===== config.mk =====
export PLATFORM = sky130hd
export DESIGN_NAME = serial_chunk_adder
export DESIGN_NICKNAME = d
export VERILOG_FILES = /design/src/rtl/adder_pkg.sv /design/src/rtl/chunk_adder.sv /design/src/rtl/serial_chunk_adder.sv
export SDC_FILE = /design/constraint.sdc
export NUM_CORES = 1
export LEC_CHECK = 0
export BUFFER_PORTS_ARGS = -buffer_cell sky130_fd_sc_hd__buf_2
export CAP_MARGIN = 20
export CELL_PAD_IN_SITES_DETAIL_PLACEMENT = 1
export CELL_PAD_IN_SITES_GLOBAL_PLACEMENT = 2
export CORE_ASPECT_RATIO = 0.6
export CORE_MARGIN = 5
export CORE_UTILIZATION = 38
export CTS_CLUSTER_SIZE = 28
export DETAILED_ROUTE_END_ITERATION = 12
export GPL_TIMING_DRIVEN = 0
export PLACE_DENSITY = 0.92
export RECOVER_POWER = 50
export SLEW_MARGIN = 20
export SYNTH_ARGS = -nofsm -noshare
export SYNTH_HDL_FRONTEND = slang
export SYNTH_SLANG_ARGS = --single-unit
export TNS_END_PERCENT = 10

===== constraint.sdc =====
create_clock -name clk -period 7.6 [get_ports clk]
set_input_delay 0 -clock clk [delete_from_list [all_inputs] [get_ports clk]]
set_output_delay 0 -clock clk [all_outputs]
set_load 0.01 [all_outputs]

===== src/rtl/adder_pkg.sv =====
// Shared types and default sizing for the serial chunk adder.
package adder_pkg;

  localparam int unsigned DEFAULT_WIDTH = 32;
  localparam int unsigned DEFAULT_CHUNK = 8;

  typedef enum logic [1:0] {
    IDLE = 2'd0,
    BUSY = 2'd1,
    DONE = 2'd2
  } state_t;

endpackage


===== src/rtl/chunk_adder.sv =====
// One CHUNK-bit ripple slice: sum, carry out and the carry into its MSB.
module chunk_adder #(
  parameter int unsigned CHUNK = 8
) (
  input  logic [CHUNK-1:0] x,
  input  logic [CHUNK-1:0] y,
  input  logic             ci,
  output logic [CHUNK-1:0] s,
  output logic             co,
  output logic             c_msb
);

  localparam int unsigned FW = CHUNK + 1;

  logic [CHUNK:0] full;

  always_comb begin
    full  = {1'b0, x} + {1'b0, y} + FW'(ci);
    s     = full[CHUNK-1:0];
    co    = full[CHUNK];
    // Carry into the MSB falls out of the MSB sum bit and its two operand bits.
    c_msb = full[CHUNK-1] ^ x[CHUNK-1] ^ y[CHUNK-1];
  end

endmodule


===== src/rtl/serial_chunk_adder.sv =====
// Multi-cycle adder/subtractor: adds CHUNK bits per cycle, LSB chunk first,
// with a valid/ready handshake on both the operand and result sides.
module serial_chunk_adder
  import adder_pkg::*;
#(
  parameter int unsigned WIDTH = DEFAULT_WIDTH,
  parameter int unsigned CHUNK = DEFAULT_CHUNK
) (
  input  logic             clk,
  input  logic             rst,
  input  logic             in_valid,
  output logic             in_ready,
  input  logic [WIDTH-1:0] a,
  input  logic [WIDTH-1:0] b,
  input  logic             cin,
  input  logic             sub,
  output logic             out_valid,
  input  logic             out_ready,
  output logic [WIDTH-1:0] sum,
  output logic             cout,
  output logic             overflow
);

  localparam int unsigned NCHUNK = WIDTH / CHUNK;
  localparam int unsigned CW     = (NCHUNK > 1) ? $clog2(NCHUNK) : 1;
  localparam logic [CW-1:0] LAST = CW'(NCHUNK - 1);

  state_t           state_q, state_d;
  logic [WIDTH-1:0] a_q, a_d;
  logic [WIDTH-1:0] b_q, b_d;
  logic [WIDTH-1:0] part_q, part_d;
  logic             carry_q, carry_d;
  logic [CW-1:0]    cnt_q, cnt_d;
  logic [WIDTH-1:0] sum_q, sum_d;
  logic             cout_q, cout_d;
  logic             ovf_q, ovf_d;

  logic [31:0]      base;
  logic [CHUNK-1:0] x_c, y_c, s_c;
  logic             co_c, c_msb_c;

  // Select the active chunk of each stored operand.
  assign base = 32'(cnt_q) * CHUNK;
  assign x_c  = CHUNK'(a_q >> base);
  assign y_c  = CHUNK'(b_q >> base);

  chunk_adder #(.CHUNK(CHUNK)) u_chunk (
    .x     (x_c),
    .y     (y_c),
    .ci    (carry_q),
    .s     (s_c),
    .co    (co_c),
    .c_msb (c_msb_c)
  );

  always_ff @(posedge clk or posedge rst) begin
    if (rst) begin
      state_q <= IDLE;
      a_q     <= '0;
      b_q     <= '0;
      part_q  <= '0;
      carry_q <= 1'b0;
      cnt_q   <= '0;
      sum_q   <= '0;
      cout_q  <= 1'b0;
      ovf_q   <= 1'b0;
    end else begin
      state_q <= state_d;
      a_q     <= a_d;
      b_q     <= b_d;
      part_q  <= part_d;
      carry_q <= carry_d;
      cnt_q   <= cnt_d;
      sum_q   <= sum_d;
      cout_q  <= cout_d;
      ovf_q   <= ovf_d;
    end
  end

  always_comb begin
    state_d = state_q;
    a_d     = a_q;
    b_d     = b_q;
    part_d  = part_q;
    carry_d = carry_q;
    cnt_d   = cnt_q;
    sum_d   = sum_q;
    cout_d  = cout_q;
    ovf_d   = ovf_q;
    case (state_q)
      IDLE: begin
        if (in_valid && in_ready) begin
          a_d     = a;
          b_d     = sub ? ~b : b;
          carry_d = cin;
          cnt_d   = '0;
          part_d  = '0;
          state_d = BUSY;
        end
      end
      BUSY: begin
        // Partial result accumulates privately; visible outputs change only at completion.
        part_d  = part_q | (WIDTH'(s_c) << base);
        carry_d = co_c;
        cnt_d   = cnt_q + CW'(1);
        if (cnt_q == LAST) begin
          sum_d   = part_d;
          cout_d  = co_c;
          ovf_d   = c_msb_c ^ co_c;
          state_d = DONE;
        end
      end
      DONE: begin
        if (out_ready) state_d = IDLE;
      end
      default: state_d = IDLE;
    endcase
  end

  assign in_ready  = (state_q == IDLE) && !rst;
  assign out_valid = (state_q == DONE);
  assign sum       = sum_q;
  assign cout      = cout_q;
  assign overflow  = ovf_q;

endmodule


==> summary.md, run 1 <==
| Metric | Value |
|---|---|
| Status | `complete, but fails checks` |
| Failing checks | `max-capacitance violations, max-slew violations` |
| Vias per cell | `5.21` |
| Critical Path Start Type | `register` |
| Sw Ratio | `0.443` |
| #FFs+latches synth | `135` |
| Pleak | `0.00389 µW` |
| Largest net degree at the start of global routing | `76` |
| Arrival @ worst endpoint | `4.38 ns` |
| Number of routed nets with antenna violations | `0` |
| Input/output buffers | `104` |
| Final setup vio count | `0` |
| Chip Height | `109 µm` |
| Reg clk slew, reported paths | `0.06 ns` |
| Routed len/inst | `20.4 µm` |
| Least-Margin Pin Slew | `2.86 ns` |
| Mapped Area | `6150 µm²` |
| Final hold slack | `0.0519 ns` |
| Root Buffer Master | `clkbuf_16` |
| Nets | `879` |
| Post-DP HPWL | `14100 µm` |
| Most frequent CP cell | `buf_2` |
| Final WS setup | `3.56 ns` |
| Slowest cell on crit path | `xor2_1` |
| Worst Path Max Fanout | `10` |
| Initial antenna violation count | `0` |
| Commonest non-fill, non-tap cell in the layout | `nand2_1` |
| Setup CP Type | `reg -> reg` |
| Worst skew pair latency | `0.43 ns` |
| Grt ovf | `0` |
| Yosys cell types | `33` |
| WL final | `20800 µm` |
| Row count | `36` |
| All-Layer GR Usage | `0.228` |
| # DRC | `0` |
| Cell internal pwr | `2380 µW` |
| Cell taking the most area after synthesis | `dfrtp_1` |
| Fin area | `8240 µm²` |
| Die Wd | `174 µm` |
| Maximum Capacitance Violations | `1` |
| Number of global-route vias before repair | `5999` |
| Main area contributors after synthesis | `dfrtp_1 55%, nand2_1 11%, mux4_2 5.9%` |
| Worst hold path type | `in -> reg` |
| RSZ-0062 raised after global routing | `no` |
| Post-CTS setup repair buffer count | `0` |
| Period utilization | `0.532` |
| Area share of the largest cell type after synthesis | `0.550` |
| Power Total | `4270 µW` |
| Cts repair resizes | `0` |
| Area after DPL | `6960 µm²` |
| CTS max path bufs | `2` |
| Worst setup EP type | `register` |
| Final TNS setup | `0 ns` |
| Logic pwr share | `0.497` |
| Max incr delay on CP | `0.84 ns` |
| Mapped Cells | `607` |
| Clock Sinks | `135` |
| CP cell instances | `buf_2 -> buf_2 -> mux4_2 -> ha_1 -> o211ai_1 -> o21ai_1 -> xor2_1 -> a21oi_1 -> o21ai_0` |
| N_diodes | `0` |
| Core area | `16000 µm²` |
| Fill count | `1814` |
| Placement Setup Slack | `3.60 ns` |
| TritonRoute pass-1 iters | `4` |
| Min cycle time layout | `4.04 ns` |
| CP required | `7.94 ns` |
| Fmax | `0.248 GHz` |
| CTS tree | `built` |
| Post-Syn Area per Cell | `10.1 µm²` |
| Maximum vdd drop | `248 µV` |
| Layout cells sized above 1 | `0.167` |
| Power Density | `519 nW/µm²` |
| Clock power share | `0.211` |
| Die ar. | `18900 µm²` |
| Gpl congestion | `0.840` |
| Clock Skew | `0.0109 ns` |
| Final hold viol count | `0` |
| First-pass GRT wire length | `33300 µm` |
| Seq pwr share | `0.293` |
| Yosys warnings | `0` |
| Syn nets | `687` |
| Max-slew headroom | `-0.920` |
| Initial DRC Count | `326` |
| Area Overhead vs Synth | `34.0%` |
| H-tree Lvls | `4` |
| Ports | `106` |
| Switching power | `1890 µW` |
| Final Max Tran Viols | `61` |
| Num CTS Buffers | `17` |
| Post-synthesis sequential area ratio | `0.550` |
| Commonest non-fill, non-tap cells in the layout | `178 x nand2_1, 135 x dfrtp_1, 84 x buf_2, 68 x dlygate4sd3_1, 62 x o21ai_0` |
| Starting Density | `0.383` |
| Routed vias | `5319` |
[kinds of logic after synthesis]
family,Yosys count,share of synthesized area
simple gates,211,0.137
compound gates,152,0.146
flops,135,0.550
buf+inv,45,0.0305
xor+xnor,38,0.0554
mux,16,0.0586
fa+ha+maj,10,0.0228
[state kept, by name (all words and copies together) (netlist names)]
register and cells:
part_q 32, cnt_q 2, a_q 32, state_q 2, overflow 1, b_q 32, carry_q 1, sum 32
cout 1
[cell type report]
class	count	area [µm²]	area share
clock inverter	10	169	0.0205
inverter	3	12.5	0.00152
timing repair buffer	173	1180	0.144
tap	209	262	0.0317
buffer	42	176	0.0214
clock buffer	22	474	0.0576
sequential	135	3380	0.410
multi-input combinational	427	2580	0.313
[critical path, delay by kind of cell (launching register included)]
| kind | cells | cell delay, ns |
|---|---|---|
| multiplexers | 1 | 0.61 |
| XOR/XNOR | 1 | 0.84 |
| buffers and inverters | 2 | 0.79 |
| AO/OA/AOI/OAI | 4 | 0.76 |
| flip-flops | 1 | 0.54 |
| adder cells (fa/ha/maj) | 1 | 0.40 |
[power by group through the flow]
stage	Clock, µW	Sequential (µW)	Combinational, µW
final	901	1250	2120
after global routing	946	1290	2310
after detailed placement	0	1250	2050
after global placement	0	1230	1970
after CTS	909	1250	2130
after floorplan	0	1220	1360
[metrics by stage]
step                      std cells  utilization
after floorplan                 607            -
after global placement          920        0.432
after detailed placement        921        0.434
after CTS                      1021        0.517
after global routing           1021        0.514
final                          1021        0.514
[worst paths after layout]
path	startpoint	endpoint	slack, ns	cells past startpoint
max	cnt_q[0]$_DFFE_PP0P_	sum[5]$_DFFE_PP0P_	3.56	9
min	sub	b_q[30]$_DFFE_PP0P_	0.05	3
max reg2reg	cnt_q[0]$_DFFE_PP0P_	sum[5]$_DFFE_PP0P_	3.56	9
min reg2reg	a_q[28]$_DFFE_PP0P_	a_q[28]$_DFFE_PP0P_	0.48	2
max in group asynchronous	rst	b_q[15]$_DFFE_PP0P_	5.36	3
min in group asynchronous	rst	a_q[25]$_DFFE_PP0P_	0.94	3
[layer usage]
layer	vias to the layer above	routed length (µm)	part of all wire	track usage
met2	122	9910	0.48	0.383
li1	2440	-	-	-
met1	2736	9720	0.47	0.307
met3	21	909	0.044	0.0465
met4	0	246	0.012	0.0587
met5	-	0	0	0
[repair_timing]
item                                   CTS  global route
endpoints found under the hold margin  126             0
hold buffers                            68             0
setup endpoints to repair                0             0
[Yosys cell counts (all sizes together)]
library cell and count:
nand2b 2, nor2b 3, o311ai 1, o21ai 67, ha 8, o211ai 3, dfrtp 135, mux4 16
inv 3, a211oi 2, a22o 20, and2 8, xnor2 34, xor2 4, nor2 14, and3 2
a21oi 46, a21o 7, fa 2, a31o 4, a31oi 1, o311a 1, buf 19, clkbuf 23
nand2 178, nand3 1, nor3 3
Note: power is estimated with default switching activity, not from simulation.
==> run 2, diff against run 1 <==
- ABC_AREA: default -> 1
- CORE_UTILIZATION: 38 -> 30
- PLACE_DENSITY: 0.92 -> 0.83
- clock period: 7.6 -> 3.3 ns (I/O delays scaled with it)
==> run 2 against run 1 <==
  * The run now ends clean
  * Wire length rose by 15%
  * Sequential share of layout area fell by 2.0 points
  * Non-clock buffer count rose by 7
  * Final cell count rose by 26%
  * Maximum frequency rose by 29%
  * Total power rose by 130%
  * Register-to-register slack got worse by 3.4 ns
  * Sequential power rose by 120%
  * Via count rose by 17%
  * Sequential cell count did not move
  * Synthesized cell count rose by 32%
  * Critical endpoint is now sum[4]$_DFFE_PP0P_
==> summary.md, run 2 <==
| Metric | Value |
|---|---|
| Setup CP Type | `reg -> reg` |
| H-tree Lvls | `4 (unchanged)` |
| CTS max path bufs | `2 (unchanged)` |
| Largest net degree at the start of global routing | `34 (-55%)` |
| Final TNS setup | `0 ns (unchanged)` |
| Most frequent cell after synthesis | `nand2_1` |
| Fmax | `0.319 GHz (+29%)` |
| Reg clk slew, reported paths | `0.06 ns (about the same)` |
| TritonRoute pass-1 iters | `5 (+1)` |
| Routed len/inst | `18.6 µm (-8.8%)` |
| Worst path top cell family by delay | `adder cells` |
| Max incr delay on CP | `0.43 ns (-0.41 ns)` |
| Status | `complete, no violations` |
| # DRC | `0 (unchanged)` |
| Number of global-route vias before repair | `6694 (+12%)` |
| Most frequent CP cell | `nor2_1` |
| Clock Skew | `0.00915 ns (-0.00171 ns)` |
| Worst skew pair latency | `0.43 ns (about the same)` |
| Worst setup EP type | `register` |
| Area Overhead vs Synth | `32.5%` |
| CP required | `3.60 ns (-4.34 ns)` |
| Initial DRC Count | `403 (+24%)` |
| Min cycle time layout | `3.13 ns (-0.910 ns)` |
| Placement Setup Slack | `-0.202 ns (-3.80 ns)` |
| RSZ-0062 raised after global routing | `yes` |
| Commonest non-fill, non-tap cells in the layout | `298 x nand2_1, 135 x dfrtp_1, 92 x buf_2, 68 x dlygate4sd3_1, 57 x clkbuf_1` |
| Post-Syn Area per Cell | `8.16 µm² (-19%)` |
| Final core utilization | `0.408 (-0.105)` |
| Die ar. | `24900 µm² (+32%)` |
| Initial antenna violation count | `0 (unchanged)` |
| Commonest non-fill, non-tap cell in the layout | `nand2_1` |
| Worst Path Max Fanout | `10 (unchanged)` |
| Grt ovf | `0 (unchanged)` |
| Fill count | `2596 (+43%)` |
| First-pass GRT wire length | `38200 µm (+15%)` |
| Power Density | `1130 nW/µm² (+120%)` |
| CP cell instances | `buf_6 -> inv_4 -> buf_8 -> clkbuf_2 -> nor2_1 -> o22ai_2 -> fa_1 -> fa_2 -> nand3_1 -> nand2_1 -> xnor2_2 -> nor2_1 -> a21oi_1 -> o21ai_1` |
| Least-Margin Pin Slew | `1.24 ns (-1.62 ns)` |
| Syn nets | `880 (+28%)` |
| Max-slew headroom | `0.169 (+1.09)` |
| Slowest cell on crit path | `fa_1` |
| Nets | `1076 (+22%)` |
| Post-DP HPWL | `16900 µm (+20%)` |
| Post-synthesis sequential area ratio | `0.517 (-0.0322)` |
| Critical Path Start Type | `register` |
| Maximum Capacitance Violations | `0 (-1)` |
| All-Layer GR Usage | `0.196 (-0.0319)` |
| Main area contributors after synthesis | `dfrtp_1 52%, nand2_1 17%, xnor2_1 4.6%` |
| Fin area | `8650 µm² (+5.0%)` |
| WL final | `23900 µm (+15%)` |
| Yosys warnings | `0 (unchanged)` |
| Final hold viol count | `0 (unchanged)` |
| Synth Flop Type | `dfrtp_1` |
| Number of buffers and inverters on the critical path | `4 (+2)` |
| Die Wd | `200 µm (+15%)` |
| Top post-synthesis cells by count | `298 x nand2_1, 135 x dfrtp_1, 49 x o21ai_0` |
| Num CTS Buffers | `17 (unchanged)` |
| EDFF count, synth | `0 (unchanged)` |
| Final WS setup | `0.170 ns (-3.39 ns)` |
| Input/output buffers | `104 (unchanged)` |
| Routed vias | `6205 (+17%)` |
| Vias per cell | `4.83 (-7.3%)` |
| Number of routed nets with antenna violations | `0 (unchanged)` |
| Worst hold path type | `in -> reg` |
| Period utilization | `0.949 (+0.417)` |
| Mapped Area | `6530 µm² (+6.2%)` |
| Ports | `106 (unchanged)` |
| Row count | `41 (+14%)` |
| Clock Sinks | `135 (unchanged)` |
| Gpl congestion | `0.838 (-0.25%)` |
| Final setup vio count | `0 (unchanged)` |
| Maximum vdd drop | `623 µV (+150%)` |
| Mapped Cells | `800 (+32%)` |
| Layout cells sized above 1 | `0.154 (-0.0133)` |
| Async SR Flop Fraction | `1.00 (unchanged)` |
| Area share of the largest cell type after synthesis | `0.517 (-0.0322)` |
| Area after DPL | `7510 µm² (+7.9%)` |
| Core area | `21200 µm² (+32%)` |
| Starting Density | `0.308 (-0.0751)` |
| #FFs+latches synth | `135 (unchanged)` |
| Yosys cell types | `32 (-3.0%)` |
| Cell taking the most area after synthesis | `dfrtp_1` |
| CTS tree | `built` |
| Arrival @ worst endpoint | `3.43 ns (-0.95 ns)` |
| Root Buffer Master | `clkbuf_16` |
| Chip Height | `124 µm (+15%)` |
| Pleak | `0.00430 µW (+11%)` |
| Final hold slack | `0.0203 ns (-0.0316 ns)` |
| Final Max Tran Viols | `0 (-100%)` |
-- run 2: area by class of cell --
cell class	count	area, µm²	area share
flip-flops and latches	135	3380	0.391
clock inverters	5	52.6	0.00608
well taps	279	349	0.0404
diodes	1	2.50	0.000289
clock buffers	23	458	0.0529
inverters	47	180	0.0208
repair buffers	177	1200	0.139
multi-input cells	573	2800	0.324
plain buffers	45	225	0.0260
-- run 2: logic make-up (layout without fill, tap and decap cells) --
kind of cell / Yosys count / after routing / share of synthesized area
simple gates: 380 / 380 / 0.232
compound gates: 149 / 149 / 0.123
flops: 135 / 135 / 0.517
buf+inv: 92 / 297 / 0.0602
xor+xnor: 34 / 34 / 0.0456
fa+ha+maj: 10 / 10 / 0.0215
other cells: 0 / 1 / 0
-- run 2: metrics by stage --
stage | total power (µW) | instances
after floorplan | 6020 | 800
after global placement | 7600 | 1183
after detailed placement | 7760 | 1188
after CTS | 9650 | 1284
after global routing | 10600 | 1284
final | 9740 | 1285
-- run 2: what timing repair did --
action,in CTS,in global routing
endpoints found under the hold margin,93,0
resized for setup,5,21
hold buffers,68,0
setup endpoints to repair,6,43
gates cloned,0,0
setup buffers,0,0
-- run 2: per-layer routing --
metal  part of all wire  global-route usage
met2               0.41               0.280
met1               0.53               0.303
met3              0.050              0.0474
met5                  0                   0
met4             0.0086              0.0360
-- run 2: tightest hold or removal path: stages --
cell      delay [ns]
clkbuf_1        0.13
xnor2_1         0.20
o21ai_1         0.07
-- run 2: power by group --
group | total [µW] | internal [µW] | switching [µW]
registers | 2790 | 2370 | 421
clock network | 1750 | 1030 | 717
logic | 5200 | 1730 | 3470
total | 9740 | 5140 | 4610
-- run 2: final timing paths --
kind,start,endpoint,slack (ns),cells past startpoint
min reg2reg,part_q[31]$_DFFE_PP0P_,part_q[31]$_DFFE_PP0P_,0.48,2
min,sub,b_q[30]$_DFFE_PP0P_,0.02,3
max reg2reg,cnt_q[0]$_DFFE_PP0P_,sum[4]$_DFFE_PP0P_,0.17,14
min in group asynchronous,rst,sum[9]$_DFFE_PP0P_,0.15,3
max in group asynchronous,rst,sum[28]$_DFFE_PP0P_,0.69,6
max,cnt_q[0]$_DFFE_PP0P_,sum[4]$_DFFE_PP0P_,0.17,14
==> run 3, diff against run 2 <==
- CORE_MARGIN: 5 -> 3
==> run 3 against run 2 <==
  * The flow now finishes with violations (max-capacitance violations, max-slew violations)
  * First-iteration DRC count fell by 13%
  * Maximum frequency is 1.6% lower
  * Critical path type unchanged
  * Worst hold slack improved by 0.014 ns
  * Core utilization up 0.48 points
==> summary.md, run 3 (synthesized netlist as in run 2, its figures left out) <==
| Metric | Value |
|---|---|
| Ports | `106 (unchanged)` |
| Power Density | `1140 nW/µm² (+1.6%)` |
| N_diodes | `0 (-1)` |
| Die Wd | `196 µm (-2.0%)` |
| CP cell instances | `buf_6 -> inv_4 -> buf_8 -> clkbuf_2 -> o21ai_0 -> o22ai_2 -> fa_1 -> fa_2 -> nand3_1 -> nand2_1 -> xnor2_2 -> nor2_1 -> a21oi_1 -> o21ai_1` |
| Number of routed nets with antenna violations | `0 (unchanged)` |
| All-Layer GR Usage | `0.206 (+0.00937)` |
| Setup CP Type | `reg -> reg` |
| Clock Sinks | `135 (unchanged)` |
| Maximum vdd drop | `562 µV (-9.8%)` |
| Arrival @ worst endpoint | `3.48 ns (+0.05 ns)` |
| Critical Path Start Type | `register` |
| Nets | `1074 (-0.19%)` |
| Worst skew pair latency | `0.43 ns (about the same)` |
| Routed wl met3 | `1220 µm (+3.0%)` |
| Post-CTS setup repair buffer count | `0 (unchanged)` |
| Worst hold path type | `in -> reg` |
| Footprint of the multi-input gates | `2800 µm² (unchanged)` |
| Final hold viol count | `0 (unchanged)` |
| Placement Setup Slack | `-0.168 ns (+0.0334 ns)` |
| Core area | `21200 µm² (unchanged)` |
| Input/output buffers | `104 (unchanged)` |
| Root Buffer Master | `clkbuf_16` |
| Top routing layer in use | `met4` |
| Fmax | `0.314 GHz (-1.6%)` |
| First-pass GRT wire length | `37300 µm (-2.2%)` |
| Min cycle time layout | `3.18 ns (+0.0500 ns)` |
| TritonRoute pass-1 iters | `5 (unchanged)` |
| Final setup vio count | `0 (unchanged)` |
| Routed vias | `6144 (-0.98%)` |
| Number of global-route vias before repair | `6591 (-1.5%)` |
| Worst setup EP type | `register` |
| RSZ-0062 raised after global routing | `yes` |
| Clock Skew | `0.00838 ns (-0.000761 ns)` |
| CTS tree | `built` |
| Chip Height | `120 µm (-3.2%)` |
| Post-DP HPWL | `16600 µm (-1.8%)` |
| Initial DRC Count | `349 (-13%)` |
| # DRC | `0 (unchanged)` |
| Power Total | `10000 µW (+2.8%)` |
| WL final | `23300 µm (-2.3%)` |
| Final Max Tran Viols | `30 (+30)` |
| Initial antenna violation count | `0 (unchanged)` |
| Final WS setup | `0.120 ns (-0.0500 ns)` |
| Maximum Capacitance Violations | `1 (+1)` |
| Layout cells sized above 1 | `0.161 (+0.00680)` |
| Gpl congestion | `0.841 (+0.38%)` |
| Max-slew headroom | `-0.152 (-0.321)` |
| Status | `complete, but fails checks` |
| Worst Path Max Fanout | `10 (unchanged)` |
| Vias per cell | `4.78 (-0.98%)` |
| Starting Density | `0.308 (unchanged)` |
| Routed length on met1 | `12200 µm (-3.4%)` |
| H-tree Lvls | `4 (unchanged)` |
| Die ar. | `23600 µm² (-5.2%)` |
| Row count | `41 (unchanged)` |
| Commonest non-fill, non-tap cell in the layout | `nand2_1` |
| Reg clk slew, reported paths | `0.06 ns (about the same)` |
| CP required | `3.60 ns (about the same)` |
| DR WL met2 | `9780 µm (-0.81%)` |
| Grt ovf | `0 (unchanged)` |
| Commonest non-fill, non-tap cells in the layout | `298 x nand2_1, 135 x dfrtp_1, 89 x buf_2, 68 x dlygate4sd3_1, 52 x clkbuf_1` |
| Fill count | `2546 (-1.9%)` |
| Least-Margin Pin Slew | `1.73 ns (+0.483 ns)` |
| Failing checks | `max-capacitance violations, max-slew violations` |
| Pleak | `0.00435 µW (+1.0%)` |
| Period utilization | `0.964 (+0.0152)` |
| Final core utilization | `0.413 (+0.00484)` |
| Slowest cell on crit path | `fa_1` |
| Sequential Area | `3380 µm² (unchanged)` |
| Num CTS Buffers | `17 (unchanged)` |
| Routed len/inst | `18.1 µm (-2.3%)` |
| Max incr delay on CP | `0.43 ns (about the same)` |
| Area Overhead vs Synth | `34.1%` |
| CTS max path bufs | `2 (unchanged)` |
| Largest net degree at the start of global routing | `34 (unchanged)` |
[run 3: final timing paths]
| kind | slack [ns] | startpoint | depth (start not counted) | endpoint |
|---|---|---|---|---|
| worst max-delay path | 0.12 | cnt_q[0]$_DFFE_PP0P_ | 14 | sum[4]$_DFFE_PP0P_ |
| worst max register to register | 0.12 | cnt_q[0]$_DFFE_PP0P_ | 14 | sum[4]$_DFFE_PP0P_ |
| min in group asynchronous | 0.26 | rst | 3 | sum[0]$_DFFE_PP0P_ |
| worst min register to register | 0.48 | sum[14]$_DFFE_PP0P_ | 2 | sum[14]$_DFFE_PP0P_ |
| max in group asynchronous | 0.57 | rst | 6 | part_q[20]$_DFFE_PP0P_ |
| worst min-delay path | 0.03 | sub | 3 | b_q[29]$_DFFE_PP0P_ |
[run 3: per-layer routing]
metal	vias to the layer above	track usage
li1	2953	-
met1	3052	0.317
met2	126	0.300
met3	13	0.0362
met4	0	0.0467
met5	-	0
[run 3: stage by stage]
stage	hold slack, ns	instance area, µm²	std cells	setup TNS, ns
2_1_floorplan	0.0361	6530	800	0
3_3_place_gp	0.197	7400	1183	-0.147
3_5_place_dp	0.0542	7480	1187	-0.192
4_1_cts	0.00519	8800	1285	0
5_1_grt	0.0515	8750	1285	-0.0105
6_report	0.0339	8750	1285	0
[run 3: critical path: cells and delay by family (launching register included)]
family | cells | cell delay [ns]
adders and majority gates | 2 | 0.84
buffers and inverters | 4 | 0.56
xor gates and xnor gates | 1 | 0.23
DFF | 1 | 0.37
and+or+nand+nor | 3 | 0.35
AOI/OAI and AO/OA | 4 | 0.69
[run 3: report_power, final]
| group | internal (µW) | switching, µW | total, µW |
|---|---|---|---|
| clock network | 1300 | 750 | 2050 |
| logic | 1720 | 3450 | 5170 |
| registers | 2370 | 413 | 2790 |
[run 3: cell type report]
cell class | count | share of cell area
sequential | 135 | 0.386
multi-input combinational | 573 | 0.320
timing repair buffer | 176 | 0.137
clock buffer | 20 | 0.0522
tap | 279 | 0.0399
buffer | 44 | 0.0250
inverter | 47 | 0.0206
clock inverter | 11 | 0.0197
[run 3: what timing repair did]
item | 4_1_cts | 5_1_grt
pin swaps | 0 | 0
setup endpoints to repair | 6 | 38
resized for setup | 4 | 16
endpoints found under the hold margin | 112 | 0
hold buffers | 68 | 0
gates cloned | 0 | 0
